<file path="src/rtl/div_pkg.sv">
// Shared definitions for the sequential restoring divider: FSM state
// encoding and a helper that sizes the iteration counter.
package div_pkg;

  typedef enum logic [1:0] {
    IDLE = 2'd0,
    RUN  = 2'd1,
    DONE = 2'd2
  } state_t;

  // Bits needed to hold the iteration count 0..w inclusive.
  function automatic int cnt_width(input int w);
    return $clog2(w + 1);
  endfunction

endpackage

</file>
<file path="src/rtl/div_step.sv">
// One restoring-division step: shift the next dividend bit into the
// partial remainder, subtract the divisor if it fits, emit the quotient bit.
module div_step
  import div_pkg::*;
#(
  parameter int DWIDTH = 4
) (
  input  logic [DWIDTH:0]   p_in,
  input  logic              bit_in,
  input  logic [DWIDTH-1:0] divisor,
  output logic [DWIDTH:0]   p_out,
  output logic              q_bit
);

  // Between steps the partial remainder is always below the divisor, so
  // its MSB is zero and drops out of the shift.
  logic              unused_p_msb;
  logic [DWIDTH:0]   p_shift;
  logic [DWIDTH:0]   dvs_ext;

  assign unused_p_msb = p_in[DWIDTH];
  assign p_shift      = {p_in[DWIDTH-1:0], bit_in};
  assign dvs_ext      = {1'b0, divisor};

  // Trial subtraction; keep the difference only when it does not underflow.
  always_comb begin
    q_bit = 1'b0;
    p_out = p_shift;
    if (p_shift >= dvs_ext) begin
      q_bit = 1'b1;
      p_out = p_shift - dvs_ext;
    end
  end

endmodule

</file>
<file path="src/rtl/seq_divider.sv">
// Sequential restoring divider: WIDTH-bit dividend by DWIDTH-bit divisor,
// one quotient bit per clock, start/busy/done handshake, divide-by-zero flag.
module seq_divider
  import div_pkg::*;
#(
  parameter int WIDTH  = 8,
  parameter int DWIDTH = 4
) (
  input  logic              clk,
  input  logic              rst,
  input  logic              start,
  input  logic [WIDTH-1:0]  dividend,
  input  logic [DWIDTH-1:0] divisor,
  output logic              busy,
  output logic              done,
  output logic [WIDTH-1:0]  quotient,
  output logic [DWIDTH-1:0] remainder,
  output logic              div_by_zero
);

  localparam int               CNT_W    = cnt_width(WIDTH);
  localparam logic [CNT_W-1:0] CNT_LOAD = CNT_W'(WIDTH);
  localparam logic [CNT_W-1:0] CNT_ONE  = CNT_W'(1);

  state_t state_reg, state_next;

  logic [WIDTH-1:0]  s_reg,    s_next;     // dividend shifting out, quotient shifting in
  logic [DWIDTH:0]   p_reg,    p_next;     // partial remainder
  logic [CNT_W-1:0]  cnt_reg,  cnt_next;   // steps still to run
  logic [DWIDTH-1:0] dvs_reg,  dvs_next;   // divisor captured at the accepting edge
  logic [WIDTH-1:0]  quot_reg, quot_next;
  logic [DWIDTH-1:0] rem_reg,  rem_next;
  logic              dbz_reg,  dbz_next;

  logic [DWIDTH:0]   step_p;
  logic              step_q;

  div_step #(
    .DWIDTH(DWIDTH)
  ) u_step (
    .p_in    (p_reg),
    .bit_in  (s_reg[WIDTH-1]),
    .divisor (dvs_reg),
    .p_out   (step_p),
    .q_bit   (step_q)
  );

  // State register; reset aborts any operation in flight.
  always_ff @(posedge clk or posedge rst) begin
    if (rst) begin
      state_reg <= IDLE;
    end else begin
      state_reg <= state_next;
    end
  end

  // Next-state and datapath update: accept in IDLE/DONE, iterate in RUN.
  always_comb begin
    state_next = state_reg;
    s_next     = s_reg;
    p_next     = p_reg;
    cnt_next   = cnt_reg;
    dvs_next   = dvs_reg;
    quot_next  = quot_reg;
    rem_next   = rem_reg;
    dbz_next   = dbz_reg;

    case (state_reg)
      IDLE, DONE: begin
        state_next = IDLE;
        if (start) begin
          if (divisor == '0) begin
            // No iterations: the result is defined directly.
            quot_next  = '1;
            rem_next   = '0;
            dbz_next   = 1'b1;
            state_next = DONE;
          end else begin
            s_next     = dividend;
            p_next     = '0;
            cnt_next   = CNT_LOAD;
            dvs_next   = divisor;
            state_next = RUN;
          end
        end
      end

      RUN: begin
        s_next   = {s_reg[WIDTH-2:0], step_q};
        p_next   = step_p;
        cnt_next = cnt_reg - CNT_ONE;
        if (cnt_reg == CNT_ONE) begin
          // Last step: publish the freshly completed quotient/remainder.
          quot_next  = {s_reg[WIDTH-2:0], step_q};
          rem_next   = step_p[DWIDTH-1:0];
          dbz_next   = 1'b0;
          state_next = DONE;
        end
      end

      default: begin
        state_next = IDLE;
      end
    endcase
  end

  // Datapath and result registers.
  always_ff @(posedge clk or posedge rst) begin
    if (rst) begin
      s_reg    <= '0;
      p_reg    <= '0;
      cnt_reg  <= '0;
      dvs_reg  <= '0;
      quot_reg <= '0;
      rem_reg  <= '0;
      dbz_reg  <= 1'b0;
    end else begin
      s_reg    <= s_next;
      p_reg    <= p_next;
      cnt_reg  <= cnt_next;
      dvs_reg  <= dvs_next;
      quot_reg <= quot_next;
      rem_reg  <= rem_next;
      dbz_reg  <= dbz_next;
    end
  end

  // Handshake flags decode straight from the registered state.
  assign busy        = (state_reg == RUN);
  assign done        = (state_reg == DONE);
  assign quotient    = quot_reg;
  assign remainder   = rem_reg;
  assign div_by_zero = dbz_reg;

endmodule

</file>
<file path="config.mk">
export PLATFORM = sky130hd
export DESIGN_NAME = seq_divider
export DESIGN_NICKNAME = d
export VERILOG_FILES = /design/src/rtl/div_pkg.sv /design/src/rtl/div_step.sv /design/src/rtl/seq_divider.sv
export SDC_FILE = /design/constraint.sdc
export NUM_CORES = 1
export LEC_CHECK = 0
export CAP_MARGIN = 40
export CORE_ASPECT_RATIO = 1.1
export CORE_MARGIN = 2
export CORE_UTILIZATION = 52
export DETAILED_ROUTE_END_ITERATION = 8
export PLACE_DENSITY = 0.79
export REMOVE_ABC_BUFFERS = 1
export SYNTH_ARGS = -nofsm -noshare
export SYNTH_HDL_FRONTEND = slang
export SYNTH_SLANG_ARGS = --single-unit
export TNS_END_PERCENT = 30
</file>
<file path="constraint.sdc">
create_clock -name clk -period 2.45 [get_ports clk]
set_clock_uncertainty 0.2 [all_clocks]
set_input_delay 0.3675 -clock clk [delete_from_list [all_inputs] [get_ports clk]]
set_output_delay 0.3675 -clock clk [all_outputs]
set_load 0.01 [all_outputs]
</file>
==> results.py, run 1 <==
metrics = {
    "status": {
        "status": "finished, violations left",
        "violations": "DRC",
    },
    "detailed_routing": {
        "vias": 1263,
        "post-route-drc-count": 2,
        "postRouteAntennaNets": 0,
        "drt-vias-per-instance": 5.59,
        "wl_mm": 3.51,
        "drtPass1Iterations": 6,
        "wl_per_cell_um": 15.5,
        "drt_iter0_drc": 34,
    },
    "power": {
        "p_leak_uw": 0.000940,
        "swShare_pct": 39.1,
        "power.switching_uw": 1270,
        "max-vdd-ir-drop_uv": 744,
        "power_frac_clock_pct": 13.6,
        "p_per_area_nw_per_um2": 1500,
        "combPwrFrac_pct": 53.7,
        "design_power_total_uw": 3230,
        "internal_power_uw": 1970,
        "seq_power_share_pct": 32.7,
    },
    "worst_hold_path": {
        "hold_class": "input port to async pin",
    },
    "setup_path": {
        "crit_arrival_ns": 1.65,
        "path_class": "register to output port",
        "required_ns": 1.88,
        "path_max_fanout": 15,
        "end_kind": "output port",
        "crit_path_start_kind": "register",
    },
    "yosys": {
        "syn_area_per_cell_um2": 11.1,
        "yosysSeqAreaShare_pct": 51.3,
        "synth_warnings": 0,
        "postSynthCellCount": 154,
        "netlist.top_cell.by_area": "dfrtp_1",
        "ys_ff_latch": 35,
        "syn_area_um2": 1710,
        "yosysTopAreaCellShare_pct": 51.3,
        "synth.area.top_cells": "dfrtp_1 51%, nand2_1 4.8%, mux2i_1 4.7%",
        "synth_cell_types": 42,
    },
    "place": {
        "dp.cells": 218,
        "dp_slack_ns": 0.143,
        "port_buffers": 29,
        "gp_congestion": 0.756,
        "hpwl_mm": 2.64,
    },
    "cells_and_area": {
        "nFillCells": 242,
        "final_cell_mix": "35 x dfrtp_1, 29 x clkdlybuf4s50_1, 22 x nand2_1, 9 x o21ai_1",
        "multiInputGateArea_um2": 766,
        "layout_commonest_cell": "dfrtp_1",
        "fin_nets": 213,
        "final_cells": 226,
        "area_growth_pct": 26.0,
        "final-seq-area_um2": 876,
        "drive_gt1_share_pct": 17.2,
        "n_antenna_cell": 0,
    },
    "grt": {
        "grt_max_degree": 36,
        "grt_pass1_wl_mm": 6.06,
        "antenna_found_initial": 0,
        "grt_overflow_total": 0,
        "grt_pass1_vias": 1304,
        "grtUsageTotal_pct": 21.4,
    },
    "die": {
        "die_x_um": 58.6,
        "core_um2": 3100,
        "num_io_pins": 30,
        "num_rows": 21,
        "initial_utilization_pct": 55.0,
        "dieArea_um2": 3760,
        "die_y_um": 64.1,
    },
    "sta": {
        "fin_ws_ns": 0.232,
        "max_freq_mhz": 451,
        "slew_headroom_pct": 68.9,
        "tns_ns": 0,
        "timing.final.crit_share_pct": 90.5,
        "min_period_ns": 2.22,
        "finalSetupViolCount": 0,
        "grt_setup_unrepaired": "false",
        "final_hold_viol_count": 0,
        "tightest_slew_ns": 0.463,
        "fin_hold_ws_ns": 0.211,
        "slew_viol_final": 0,
    },
    "cts": {
        "clockBufferDepth": 2,
        "holdBufCountCts": 0,
        "cts.sinks": 35,
        "cts-root-buf": "clkbuf_4",
        "clk_pin_slew_ns": 0.11,
        "worstSkewPairLatency_ns": 0.34,
        "cts_inserted_buffers": 5,
        "h-tree-depth": 2,
        "cts_tree": "done",
    },
    "flow_run": {
        "drv_cap": 0,
    },
}
## Yosys cell counts (all sizes together)
cell     instances
nand2b           3
inv              9
and2             1
a21oi            4
nor3b            2
o2111ai          1
xnor2            2
nor4             1
mux2             4
clkinv           1
nor3             1
a22oi            1
mux2i            8
ha               6
dfrtp           35
o21ai           18
nor2b            2
o221a            1
a31oi            1
or4              1
nor2             7
nand2           22
buf              2
clkbuf           3
fa               1
or2              1
o22a             7
a21o             2
o21a             1
xor2             1
o22ai            5
## worst max-delay path, cell delays in order (launching register included)
cell	delay (ns)
dfrtp_1	0.39
nand2b_4	0.23
inv_4	0.14
clkdlybuf4s50_1	0.55
## metal layers
| metal | vias to the layer above | part of all wire [%] | global-route usage (%) | wire length, um |
|---|---|---|---|---|
| met1 | 621 | 47 | 29.0 | 1640 |
| met5 | - | 0 | 0 | 0 |
| met2 | 28 | 47 | 33.0 | 1660 |
| met4 | 0 | 1.0 | 6.82 | 36 |
| met3 | 4 | 4.7 | 6.28 | 165 |
| li1 | 610 | - | - | - |
## power groups by stage
stage / combinational, uW / clock [uW] / sequential (uW)
floorplan: 1150 / 0 / 1070
finish: 1730 / 440 / 1060
global route: 1930 / 467 / 1090
global placement: 1680 / 0 / 1050
CTS: 1740 / 447 / 1050
detailed placement: 1730 / 0 / 1070
## layout make-up
type,instances,area share [%]
clock buffer,6,2.39
clock inverter,2,1.63
inverter,10,2.09
multi-input combinational,104,35.6
sequential,35,40.7
tap,34,1.98
timing repair buffer,35,15.6
## per-stage QoR
step / util [%] / area, um^2
2_1_floorplan: - / 1680
3_3_place_gp: 66.3 / 2060
3_5_place_dp: 66.3 / 2060
4_1_cts: 69.1 / 2140
5_1_grt: 69.4 / 2150
6_report: 69.4 / 2150
## timing repair
action,in CTS,in global routing
endpoints found under the setup margin,0,1
setup buffers,0,0
resized for setup,0,2
## final timing paths
path / start / end / slack [ns] / cells after the start
hold / removal: rst / quotient[5] / 0.21 / 3
max in group asynchronous: rst / p_reg[1] / 1.52 / 3
min in group clk: div_by_zero / div_by_zero / 0.30 / 1
setup / recovery: state_reg[1] / busy / 0.23 / 3
setup reg to reg: p_reg[1] / p_reg[2] / 0.29 / 6
hold reg to reg: div_by_zero / div_by_zero / 0.30 / 1
## cells by family after synthesis
kind of cell               Yosys count  share of synthesized area, %
adders and majority gates            7                          5.57
buffers and inverters               15                          4.11
and+or+nand+nor                     41                          12.5
AOI/OAI and AO/OA                   41                          17.0
DFF                                 35                          51.3
xor gates and xnor gates             3                          1.54
muxes                               12                          7.99
Note: power is estimated with default switching activity, not from simulation.
==> run 2: changes to the inputs <==
- CORE_UTILIZATION: 52 -> 39
- GPL_ROUTABILITY_DRIVEN: default -> 0
- PLACE_DENSITY: 0.79 -> default
==> run 2 against run 1 <==
  * Count of clock-buffer cells in the layout increased by 1
  * Highest routed layer unchanged
  * Largest power group unchanged
  * Combinational power about the same
  * Critical path type is now register to register
  * The flow now finishes without violations
  * Setup slack improved by 0.037 ns
  * Global-route usage decreased by 4.1 points
  * Routed wire length increased by 6.8%
  * Cell count increased by 9.3%
==> results.py, run 2 (synthesis gave the netlist of run 1 again) <==
metrics = {
    "status": {
        "status": "completed",
    },
    "power": {
        "swShare_pct": 39.9,
        "p_leak_uw": 0.000936,
        "seq_power_share_pct": 32.8,
        "power_frac_clock_pct": 12.4,
        "internal_power_uw": 1930,
        "combPwrFrac_pct": 54.8,
        "power.switching_uw": 1280,
        "max-vdd-ir-drop_uv": 590,
        "p_per_area_nw_per_um2": 1480,
    },
    "cells_and_area": {
        "layout_commonest_cell": "dfrtp_1",
        "area_growth_pct": 27.2,
        "fin_nets": 214,
        "drive_gt1_share_pct": 16.6,
        "nFillCells": 392,
        "multiInputGateArea_um2": 761,
        "final-seq-area_um2": 876,
        "final_util_pct": 51.0,
        "n_antenna_cell": 0,
        "final_cell_mix": "35 x dfrtp_1, 29 x clkdlybuf4s50_1, 22 x nand2_1, 9 x o21ai_1",
    },
    "cts": {
        "cts_setup_buffers": 0,
        "clockBufferDepth": 2,
        "worstSkewPairLatency_ns": 0.28,
        "cts-root-buf": "clkbuf_8",
        "cts_resized": 0,
        "holdBufCountCts": 0,
        "cts.sinks": 35,
        "cts_inserted_buffers": 5,
        "h-tree-depth": 2,
        "cts_tree": "done",
        "clk_pin_slew_ns": 0.07,
    },
    "grt": {
        "grt_pass1_vias": 1399,
        "grt_overflow_total": 0,
        "grt_max_degree": 36,
        "antenna_found_initial": 0,
        "grtUsageTotal_pct": 17.3,
        "grt_pass1_wl_mm": 6.40,
    },
    "setup_path": {
        "end_kind": "register",
        "max_stage_delay_ns": 0.40,
        "path_class": "register to register",
        "r2r_end": "p_reg[2]",
        "path_max_fanout": 5,
        "crit_arrival_ns": 2.14,
        "crit_start": "p_reg[1]",
        "path_cells": "ha_1 > a21oi_2 > o21ai_2 > a21oi_4 > mux2i_1 > o22ai_1",
        "r2r_start": "p_reg[1]",
        "crit_path_end": "p_reg[2]",
        "cp.depth": 6,
        "required_ns": 2.41,
        "critPathTopFamily": "compound AO/OA/AOI/OAI gates",
        "ff2ff_path_depth": 6,
        "crit_buf_inv": 0,
        "crit_path_start_kind": "register",
        "rrSetupSlack_ns": 0.27,
        "crit_slowest_cell": "dfrtp_1",
    },
    "sta": {
        "timing.final.crit_share_pct": 89.0,
        "finalSetupViolCount": 0,
        "slew_viol_final": 0,
        "min_period_ns": 2.18,
        "final_hold_viol_count": 0,
        "grt_setup_unrepaired": "false",
        "tightest_slew_ns": 0.456,
        "slew_headroom_pct": 69.5,
        "max_freq_mhz": 458,
        "tns_ns": 0,
    },
    "detailed_routing": {
        "post-route-drc-count": 0,
        "drtPass1Iterations": 4,
        "wl_mm": 3.74,
        "drt-vias-per-instance": 5.16,
        "vias": 1274,
        "postRouteAntennaNets": 0,
        "drt_iter0_drc": 54,
        "wl_per_cell_um": 15.1,
    },
    "die": {
        "die_y_um": 73.4,
        "core_um2": 4250,
        "dieArea_um2": 4920,
        "num_rows": 25,
        "die_x_um": 67.1,
        "initial_utilization_pct": 40.1,
        "num_io_pins": 30,
    },
    "place": {
        "port_buffers": 29,
        "hpwl_mm": 2.73,
    },
    "worst_hold_path": {
        "hold_class": "input port to async pin",
    },
    "flow_run": {
        "drv_cap": 0,
    },
}
==> run 2: cell count changes in the layout (fill, tap and decap cells not counted) <==
cell,before,now
clkbuf_8,1,5
clkbuf_4,5,0
nand2b_2,0,1
buf_4,6,7
nand2b_4,1,0
inv_2,0,1
clkbuf_1,0,2
inv_4,1,0
bufinv_16,1,0
==> run 2: routing by layer <==
| metal | GRT usage, % | wire length [um] |
|---|---|---|
| met2 | 27.7 | 1790 |
| met1 | 22.6 | 1740 |
| met5 | 0 | 0 |
| met3 | 5.05 | 166 |
| met4 | 4.76 | 51 |
==> run 2: final cells by class <==
cell class	count	share of cell area, %
repair buffers	36	15.8
well taps	54	3.11
flip-flops and latches	35	40.3
clock inverters	1	0.231
inverters	10	1.96
clock buffers	7	3.52
multi-input cells	104	35.0
==> run 2: how the worst min path moves through the flow <==
stage                     cells past startpoint  slack, ns         from          end
after global routing                          1       0.31  div_by_zero  div_by_zero
after CTS                                     3       0.29          rst  quotient[0]
final                                         3       0.28          rst  quotient[0]
after floorplan                               1       0.26     p_reg[3]     p_reg[3]
after global placement                        1       0.28  quotient[4]  quotient[4]
after detailed placement                      1       0.28  quotient[7]  quotient[7]
==> run 2: power by group through the flow <==
| stage | clock network [uW] | logic [uW] | registers (uW) |
|---|---|---|---|
| floorplan | 0 | 1150 | 1070 |
| global placement | 0 | 1710 | 1060 |
| detailed placement | 0 | 1760 | 1060 |
| CTS | 411 | 1770 | 1060 |
| global route | 442 | 1940 | 1090 |
| finish | 400 | 1760 | 1060 |
==> run 2: per-stage QoR <==
step	instances	hold WS [ns]	power [uW]	setup slack [ns]	instance area, um^2
CTS	247	0.292	3240	0.268	2170
floorplan	149	0.265	2220	0.498	1680
global route	247	0.313	3480	0.167	2170
detailed placement	239	0.281	2820	0.159	2090
global placement	239	0.282	2760	0.189	2090
finish	247	0.283	3220	0.269	2170
==> run 2: tightest hold or removal path, delay by kind of cell <==
| family | cells | cell delay, ns |
|---|---|---|
| buffers and inverters | 3 | 0.83 |
